==> src/rtl/disp_mux.sv <==
// disp_mux: six-digit multiplexed common-anode 7-segment driver for the clock.
// Scans s_lsd..h_msd right to left and shows a snapshot of all six digits
// that only changes at frame boundaries, so the display never tears.
//
// Parameters:
//   SCAN_DIV     clock cycles each digit stays lit (>= 2)
//   BLINK_FRAMES frames per blink half-period (blink build only)
// Ports:
//   dmux_clock      system clock, rising edge
//   dmux_reset      asynchronous active-low reset
//   dmux_enable     1 = display on, 0 = all digits dark (scan keeps running)
//   dmux_h_msd/lsd  hour digits, BCD
//   dmux_m_msd/lsd  minute digits, BCD
//   dmux_s_msd/lsd  second digits, BCD
//   dmux_blink_mask {hours, minutes, seconds} fields to flash (blink build)
//   dmux_seg        segments {g,f,e,d,c,b,a}, active-low
//   dmux_an         digit anodes, active-low one-hot, bit0 = rightmost
//   dmux_frame      one-cycle pulse when a new snapshot is taken
// Build option: define DMUX_BLINK_EN to add the blink mask and frame counter.
module disp_mux #(
   parameter int SCAN_DIV     = 50000,
   parameter int BLINK_FRAMES = 250
) (
   input  logic       dmux_clock,
   input  logic       dmux_reset,
   input  logic       dmux_enable,
   input  logic [1:0] dmux_h_msd,
   input  logic [3:0] dmux_h_lsd,
   input  logic [2:0] dmux_m_msd,
   input  logic [3:0] dmux_m_lsd,
   input  logic [2:0] dmux_s_msd,
   input  logic [3:0] dmux_s_lsd,
`ifdef DMUX_BLINK_EN
   input  logic [2:0] dmux_blink_mask,
`endif
   output logic [6:0] dmux_seg,
   output logic [5:0] dmux_an,
   output logic       dmux_frame
);

   localparam int CW = (SCAN_DIV > 1) ? $clog2(SCAN_DIV) : 1;

   localparam logic [CW-1:0] CNT_LAST = CW'(SCAN_DIV - 1);

   logic [CW-1:0]  cnt;
   logic [2:0]     idx;
   logic [5:0][3:0] snap;
   logic [3:0]     cur;
   logic           tick;
   logic           take;
   logic           blank;

   assign tick = (cnt == CNT_LAST);
   assign take = tick && (idx == 3'd5);

   always_comb begin
      cur = 4'd0;
      unique case (idx)
         3'd0:    cur = snap[0];
         3'd1:    cur = snap[1];
         3'd2:    cur = snap[2];
         3'd3:    cur = snap[3];
         3'd4:    cur = snap[4];
         3'd5:    cur = snap[5];
         default: cur = 4'd0;
      endcase
   end

   function automatic logic [6:0] decode(input logic [3:0] v);
      logic [6:0] s;
      case (v)
         4'd0:    s = 7'h40;
         4'd1:    s = 7'h79;
         4'd2:    s = 7'h24;
         4'd3:    s = 7'h30;
         4'd4:    s = 7'h19;
         4'd5:    s = 7'h12;
         4'd6:    s = 7'h02;
         4'd7:    s = 7'h78;
         4'd8:    s = 7'h00;
         4'd9:    s = 7'h10;
         default: s = 7'h3F;
      endcase
      return s;
   endfunction

`ifdef DMUX_BLINK_EN
   localparam int BW = $clog2(2 * BLINK_FRAMES);

   localparam logic [BW-1:0] BLK_LAST = BW'(2 * BLINK_FRAMES - 1);
   localparam logic [BW-1:0] BLK_HALF = BW'(BLINK_FRAMES);

   logic [BW-1:0] bcnt;
   logic [2:0]    smask;

   always_ff @(posedge dmux_clock or negedge dmux_reset) begin
      if (!dmux_reset) begin
         bcnt  <= '0;
         smask <= '0;
      end else if (take) begin
         bcnt  <= (bcnt == BLK_LAST) ? '0 : bcnt + 1'b1;
         smask <= dmux_blink_mask;
      end
   end

   // idx[2:1] selects the pair: 0 = seconds, 1 = minutes, 2 = hours
   always_comb begin
      blank = 1'b0;
      if (bcnt >= BLK_HALF) begin
         unique case (idx[2:1])
            2'd0:    blank = smask[0];
            2'd1:    blank = smask[1];
            2'd2:    blank = smask[2];
            default: blank = 1'b0;
         endcase
      end
   end
`else
   assign blank = 1'b0;
`endif

   always_ff @(posedge dmux_clock or negedge dmux_reset) begin
      if (!dmux_reset) begin
         cnt        <= '0;
         idx        <= '0;
         snap       <= '0;
         dmux_frame <= 1'b0;
         dmux_seg   <= 7'h7F;
         dmux_an    <= 6'h3F;
      end else begin
         cnt <= tick ? '0 : cnt + 1'b1;
         if (tick)
            idx <= (idx == 3'd5) ? 3'd0 : idx + 3'd1;
         dmux_frame <= take;
         if (take) begin
            snap[0] <= dmux_s_lsd;
            snap[1] <= {1'b0, dmux_s_msd};
            snap[2] <= dmux_m_lsd;
            snap[3] <= {1'b0, dmux_m_msd};
            snap[4] <= dmux_h_lsd;
            snap[5] <= {2'b00, dmux_h_msd};
         end
         // outputs follow index/snapshot by one cycle
         if (dmux_enable) begin
            dmux_an  <= ~(6'b000001 << idx);
            dmux_seg <= blank ? 7'h7F : decode(cur);
         end else begin
            dmux_an  <= 6'h3F;
            dmux_seg <= 7'h7F;
         end
      end
   end

endmodule

==> config.mk <==
export PLATFORM = sky130hd
export DESIGN_NAME = disp_mux
export DESIGN_NICKNAME = d
export VERILOG_FILES = /design/src/rtl/disp_mux.sv
export SDC_FILE = /design/constraint.sdc
export NUM_CORES = 1
export LEC_CHECK = 0
export ABC_AREA = 1
export BUFFER_PORTS_ARGS = -buffer_cell sky130_fd_sc_hd__buf_4
export CORE_MARGIN = 4
export CORE_UTILIZATION = 57
export CTS_CLUSTER_DIAMETER = 100
export DETAILED_ROUTE_END_ITERATION = 6
export HOLD_SLACK_MARGIN = 0.12
export PLACE_DENSITY = 0.88
export SLEW_MARGIN = 20
export SYNTH_ARGS = -nofsm -noshare
export SYNTH_HDL_FRONTEND = slang
export SYNTH_SLANG_ARGS = --single-unit
export TNS_END_PERCENT = 10
==> constraint.sdc <==
create_clock -name dmux_clock -period 2.4 [get_ports dmux_clock]
set_input_delay 0.36 -clock dmux_clock [delete_from_list [all_inputs] [get_ports dmux_clock]]
set_output_delay 0.36 -clock dmux_clock [all_outputs]
set_load 0.005 [all_outputs]
Word-level counts from Yosys, hierarchy flattened
Memories as Yosys holds them, arrays and structs flattened. Index checks and enable logic that the tools add are counted.

Add/sub/neg operators: 2. Equal/unequal tests: 6. Shifts and indexed selects: 1. Muxes and demuxes: 5. Bitwise logic cells: 1. Reduce and logical (&&, ||, !) cells: 2.

Operator list (count): 4-bit one-hot mux with 6 select lines (1); 16-bit by 1-bit adder with 16-bit output, second input constant (1); 16-bit == test, second input constant (1); 16-bit 2-to-1 mux (1); 7-bit 2-to-1 mux (1); 3-bit by 2-bit == test with 1-bit output, second input constant (2); 3-bit == test, second input constant (2); 6-bit 2-to-1 mux (1); 6-bit inverter (1); 1-bit by 3-bit left shift with 6-bit output, first input constant (1); 3-bit by 1-bit adder with 3-bit output, second input constant (1); 3-bit by 1-bit == test with 1-bit output, second input constant (1); 3-bit zero test (1); 3-bit 2-to-1 mux (1); 1-bit logical AND (1).

Register bits after elaboration: 53. Bits in read-only memories: 112. Bits of input ports: 23. Output and inout port bits: 14. Logic and storage cells: 29. Memories: 1.

Memories: (name not given) (depth 16, width 7, read ports 1, clocked after memory_dff 0, write ports 0, RTL line 71) `case (v)`.

Longest topological paths before layout
Gate-level depths: netlist of run 1. An unclocked memory read counts as a cell.

Word-level depth: 4. Depth in mapped cells: 14. Mapped depth without buffers: 13.

Worst setup path after synthesis of run 1
OpenSTA, ideal clock, no wires.

Kind: reg-to-reg. Start point: reg idx[0]. End point: reg dmux_seg[3]. Library setup time: 0.083 ns. Data arrival time: 1.685 ns. Data required time: 2.317 ns. Slack: 0.632 ns. Stages on the path, launching flop included: 13. Buffers on the path: 1. Clock period less this slack: 1.768 ns. Cell sequence: dfrtp_1 buf_4 nand2_1 inv_1 ha_1 nand2_1 nand2_1 nor2_1 nand2_1 ha_1 o21bai_1 nand3_1 nand3_1.

Longest elaborated chain between the ends: 4. Elaborated cells between the ends (all ways): 9. Those cells by class: 5 x eq/ne; 2 x mux; 1 x reduce/logical; 1 x memory.

RTL lines: start: declaration (RTL line 46) `logic [2:0] idx;`; start signal: assignment (RTL line 133) `idx <= (idx == 3'd5) ? 3'd0 : idx + 3'd1;`; 3-bit == test (tied with other cells) (RTL line 58) `unique case (idx)`; 4-bit one-hot mux with 6 select lines (*) (RTL line 58); memory read 16 x 7 bit (*); 7-bit 2-to-1 mux (*) (RTL line 144) `if (dmux_enable) begin`; end signal: assignment (RTL line 146) `dmux_seg <= blank ? 7'h7F : decode(cur);`; end: declaration (RTL line 36) `output logic [6:0] dmux_seg,`.

Every way passes the cells marked *; elsewhere a longest branch is shown, timed or not. A chain may end at the register's enable or synchronous reset.

Final worst setup path of run 1
Start point: reg idx[2]. End point: reg dmux_seg[3].

Same word-level chain as after synthesis.

==> results.toml, run 1 <==
[run_status]
status = "finished clean"

[sta]
timing.final.crit_share_pct = 83.1
worst_pin_slew_ns = 0.641
min_period_ns = 1.99
slew_headroom_pct = 57.3
slew_viol_final = 0
setup_viol_count_final = 0
tns_ns = 0
worst_slack_ns = 0.405
holdWs_ns = 0.250
rsz0062_at_grt = "false"
final_hold_viol_count = 0
finClkSkew_ns = 0.00713
fmax_mhz = 501

[global_route]
use_met3_pct = 3.56
antenna_found_initial = 0
use_met1_pct = 27.1
grt_pass1_vias = 1925
grt_overflow_total = 0
grt_first_pass_wirelength_um = 8700
grt_max_degree = 54
grt_usage_pct = 19.9
grtUsageMet2_pct = 32.5
grt-busiest-layer = "met2"

[setup_path]
critPathCaptureType = "register"
reg2reg_depth = 11
ff2ff_setup_slack_ns = 0.41
cp.arrival_ns = 2.22
r2r-start = "idx[2]"
timing.rr.end = "dmux_seg[3]"
startpoint_type = "register"
criticalPathCategory = "register to register"
cp_max_fo = 10
worst_ep_required_time_ns = 2.62

[logic_synthesis]
synthCells = 309
yosysUniqueCellTypes = 35
avgSynthCellArea_sq_um = 8.48
yosysSeqAreaShare_pct = 51.2
synth_area_sq_mm = 0.00262
synth-edff-count = 0
async_reset_ff_share_pct = 100
yosysMostFrequentCell = "nand2_1"
synth_top_area_share_pct = 38.2
ys_ff_latch = 53
synth_common_cells = "nand2_1, dfrtp_1, inv_1"
postSynthNetCount = 339
yosys-top-cells-area = "dfrtp_1, nand2_1, dfstp_2"
yosysTopAreaCell = "dfrtp_1"
synth_ff_type = "dfrtp_1"
yosysWarnings = 0

[placement]
dp.cells = 390
gp_congestion = 0.935
dp_hpwl_um = 3860
dp_slack_ns = 0.427
portBuffers = 36

[route]
drt-vias-per-instance = 5.23
first_iter_violations = 186
ant_nets = 0
wire_per_inst_um = 13.0
drc = 0
wl_um = 5180
via_count = 2081
firstDrtPassIters = 4

[clock_tree]
cts-htree-levels = 2
cts_setup_buffers = 0
cts_tree = "done"
clockBufferDepth = 2
cts_sinks = 53
clkLatencyLatePin_ns = 0.30
cts_root_buffer = "clkbuf_8"
path_clk_slew_ns = 0.08
cts_buffers = 5

[die]
die_w_um = 75.8
io_pins = 37
die_y_um = 75.8
initial_core_util_pct = 59.4
row_count = 24
coreArea_sq_mm = 0.00441
die_area_sq_mm = 0.00575

[hold_path]
hold_depth = 3
hold_path.class = "input pin to register"
whs_endpoint = "snap[8]"
hold_path.startpoint = "dmux_m_lsd[0]"

[power_and_ir_drop]
ir_drop_uv = 327
power_density_mw_per_mm2 = 483
power_mw = 1.44
leakage_nw = 1.49

[cells_and_area]
num-nets-final = 376
area_growth_pct = 13.9
antennaDiodeCount = 0
n_fill_cell = 347
drive_above_1_share_pct = 22.5
final_cell_count_no_fill = 398

[flow_run]
cap_violations = 0
-- metal layers --
metal	part of all wire (%)	wire, um
met5	0	0
met3	4.9	256
met4	1.2	64
met1	46	2370
met2	48	2490
-- state kept, by name, indices dropped and copies added, names as in the netlist --
signal	flops
snap	20
dmux_frame	1
dmux_an	6
cnt	16
dmux_seg	7
idx	3
-- cell families (layout without fill, tap and decap cells) --
logic type,after synthesis,after routing,synth area share (%)
buffers and inverters,44,81,8.11
AOI/OAI and AO/OA,21,21,4.87
xor gates and xnor gates,6,6,2.00
DFF,53,53,51.2
and+or+nand+nor,178,178,30.5
adders and majority gates,7,7,3.34
-- metrics by stage --
| step | utilization (%) | cell area [sq um] |
|---|---|---|
| 6_report | 67.7 | 2990 |
| 5_1_grt | 67.7 | 2990 |
| 4_1_cts | 67.7 | 2990 |
| 3_5_place_dp | 65.5 | 2890 |
| 3_3_place_gp | 65.5 | 2890 |
| 2_1_floorplan | - | 2620 |
-- worst max-delay path by stage --
stage,startpoint,end,depth (start not counted),slack [ns]
2_1_floorplan,idx[0],dmux_seg[3],12,0.63
3_3_place_gp,idx[1],dmux_seg[3],12,0.54
3_5_place_dp,idx[2],dmux_seg[3],11,0.43
4_1_cts,idx[2],dmux_seg[3],11,0.41
5_1_grt,idx[1],dmux_seg[3],12,0.21
6_report,idx[2],dmux_seg[3],11,0.41
-- power by group --
part           switching [mW]  leakage, nW  internal, mW
Combinational          0.0262        0.871        0.0260
Sequential           0.000484        0.577         0.896
Clock                   0.264       0.0443         0.229
Total                   0.290         1.49          1.15
-- final cells by class --
cell class                 instances  area (sq um)  share of cell area, %
inverter                          37           146                   4.90
sequential                        53          1340                   45.0
clock buffer                       7          86.3                   2.89
multi-input combinational        212          1070                   35.7
tap                               52          65.1                   2.18
timing repair buffer              37           280                   9.38
-- repair_timing --
| item | CTS | global route |
|---|---|---|
| resized for setup | 0 | 0 |
| endpoints found under the hold margin | 40 | 0 |
| setup endpoints to repair | 0 | 0 |
| hold buffers | 1 | 0 |
-- worst max-delay path, cell delays in order, from the launching register on --
cell,delay (ns)
dfrtp_1,0.51
inv_4,0.11
ha_1,0.26
nand2_1,0.08
nand2_1,0.05
nor2_1,0.10
nand2_1,0.12
inv_1,0.13
ha_1,0.24
o21bai_1,0.17
nand3_1,0.09
nand3_1,0.07
-- layout by cell type, fill, tap and decap left out --
cell type	n
a21boi_1	1
a21oi_1	2
a31oi_1	1
buf_4	36
clkbuf_1	1
clkbuf_8	6
clkinv_4	1
dfrtp_1	40
dfstp_2	13
dlygate4sd3_1	1
ha_1	7
inv_1	31
inv_2	4
inv_4	1
nand2_1	96
nand2_2	10
nand2_4	1
nand3_1	21
nand3_2	1
nand4_1	11
nor2_1	25
nor2_2	1
nor2_4	2
nor3_1	8
nor3_2	1
nor3b_1	1
o21a_1	1
o21ai_0	8
o21ai_1	2
o21ai_2	1
o21bai_1	4
o31ai_1	1
xnor2_1	1
xor2_1	5
(Power assumes the default switching activity.)
==> run 2, diff against run 1 <==
==> constraint.sdc (replaced) <==
create_clock -name dmux_clock -period 1.84 [get_ports dmux_clock]
set_input_delay 0.276 -clock dmux_clock [delete_from_list [all_inputs] [get_ports dmux_clock]]
set_output_delay 0.276 -clock dmux_clock [all_outputs]
set_load 0.005 [all_outputs]
==> results.toml, run 2 (synthesis gave the netlist of run 1 again) <==
[clock_tree]
clkLatencyLatePin_ns = 0.31
cts-htree-levels = 2
cts_buffers = 5
clockBufferDepth = 2
cts_root_buffer = "clkbuf_8"
path_clk_slew_ns = 0.09
cts_sinks = 53
cts_tree = "done"

[setup_path]
r2r-start = "idx[1]"
slowest_stage = "dfrtp_1"
path_cells = "buf_6 -> nor2_4 -> nand3_2 -> nand2_1 -> nor2_2 -> nand2_2 -> inv_4 -> ha_4 -> o21bai_4 -> nand3_2 -> nand3_1"
timing.rr.end = "dmux_seg[3]"
cp_max_fo = 6
ff2ff_setup_slack_ns = 0.02
critPathCaptureType = "register"
cpMostUsedCell = "nand3_2"
worst_ep_required_time_ns = 2.07
cp.arrival_ns = 2.06
startpoint_type = "register"
reg2reg_depth = 11
criticalPathCategory = "register to register"
critical_path.max_stage_delay_ns = 0.43

[sta]
rsz0062_at_grt = "true"
worst_pin_slew_ns = 0.653
final_hold_viol_count = 0
slew_viol_final = 0
min_period_ns = 1.82
slew_headroom_pct = 56.4
finClkSkew_ns = 0.0114
setup_viol_count_final = 0
tns_ns = 0
holdWs_ns = 0.157
fmax_mhz = 549
timing.final.crit_share_pct = 99.0

[global_route]
antenna_found_initial = 0
grt_usage_pct = 21.9
grt_pass1_vias = 2167
grt_first_pass_wirelength_um = 9540
grt_max_degree = 54
grt_overflow_total = 0

[cells_and_area]
layout_commonest_cell = "nand2_1"
layout_common_cells = "nand2_1, buf_4, dfrtp_1"
area_growth_pct = 22.4
largest_register_ffs = 20
drive_above_1_share_pct = 32.0
antennaDiodeCount = 0
num-nets-final = 388
top_register = "snap"
final_cell_count_no_fill = 411
top_regs = "snap x20, cnt x16, dmux_seg x7"

[placement]
dp_hpwl_um = 4030
gp_congestion = 0.946
portBuffers = 36
dp.cells = 395

[die]
row_count = 24
initial_core_util_pct = 59.4
die_y_um = 75.8
coreArea_sq_mm = 0.00441
die_area_sq_mm = 0.00575
io_pins = 37
die_w_um = 75.8

[route]
via_count = 2258
firstDrtPassIters = 6
drt-vias-per-instance = 5.49
wire_per_inst_um = 14.7
drc = 0
ant_nets = 0
first_iter_violations = 251
wl_um = 6040

[hold_path]
hold_depth = 3
whs_endpoint = "snap[14]"
hold_path.class = "input pin to register"
hold_path.startpoint = "dmux_m_msd[2]"

[power_and_ir_drop]
leakage_nw = 1.58
ir_drop_uv = 417
power_density_mw_per_mm2 = 609

[run_status]
status = "finished clean"

[flow_run]
cap_violations = 0
## run 2: stage by stage
step | power [mW] | worst slack [ns] | util [%] | instance area, sq um
finish | 1.95 | 0.0190 | 72.7 | 3210
global route | 2.03 | -0.0860 | 72.7 | 3210
global placement | 1.26 | 0.0842 | 66.3 | 2930
detailed placement | 1.26 | -0.00728 | 66.3 | 2930
CTS | 1.96 | 0.00653 | 69.2 | 3050
floorplan | 1.20 | 0.0720 | - | 2620
## run 2: power by group
group          internal [mW]  total, mW  switching (mW)  leakage, nW
sequential              1.17       1.17        0.000535        0.577
combinational         0.0340     0.0690          0.0350        0.945
clock                  0.341      0.715           0.375       0.0542
## run 2: area by class of cell
type | instances | area [sq um]
repair buffers | 49 | 382
fillers | 318 | 1200
multi-input cells | 212 | 1170
clock inverters | 1 | 5.00
inverters | 37 | 149
clock buffers | 7 | 96.3
flip-flops and latches | 53 | 1340
well taps | 52 | 65.1
## run 2: critical path, delay by kind of cell, from the launching register on
kind / cells / cell delay [ns]
compound gates: 1 / 0.17
fa+ha+maj: 1 / 0.24
buf+inv: 2 / 0.22
flops: 1 / 0.43
simple gates: 7 / 0.68
## run 2: how the worst max path moves through the flow
stage                       from     endpoint  cells after the start
final                     idx[1]  dmux_seg[3]                     11
after global routing      idx[1]  dmux_seg[0]                     13
after CTS                 idx[0]  dmux_seg[3]                     11
after detailed placement  idx[1]  dmux_seg[3]                     12
after global placement    idx[1]  dmux_seg[3]                     11
after floorplan           idx[0]  dmux_seg[3]                     12
## run 2: metal layers
| metal | track usage [%] | routed length [um] | up-vias | part of all wire (%) |
|---|---|---|---|---|
| li1 | - | - | 1076 | - |
| met1 | 26.8 | 2470 | 1048 | 41 |
| met2 | 35.8 | 2870 | 108 | 48 |
| met3 | 6.33 | 435 | 26 | 7.2 |
| met4 | 9.71 | 253 | 0 | 4.2 |
| met5 | 0 | 0 | - | 0 |
## run 2: what timing repair did
item,in CTS,in global routing
buffers inserted,1,6
gates resized for setup,4,28
pin swaps,1,13
hold buffers,1,0
endpoints found under the setup margin,4,7
hold endpoints to repair,40,0
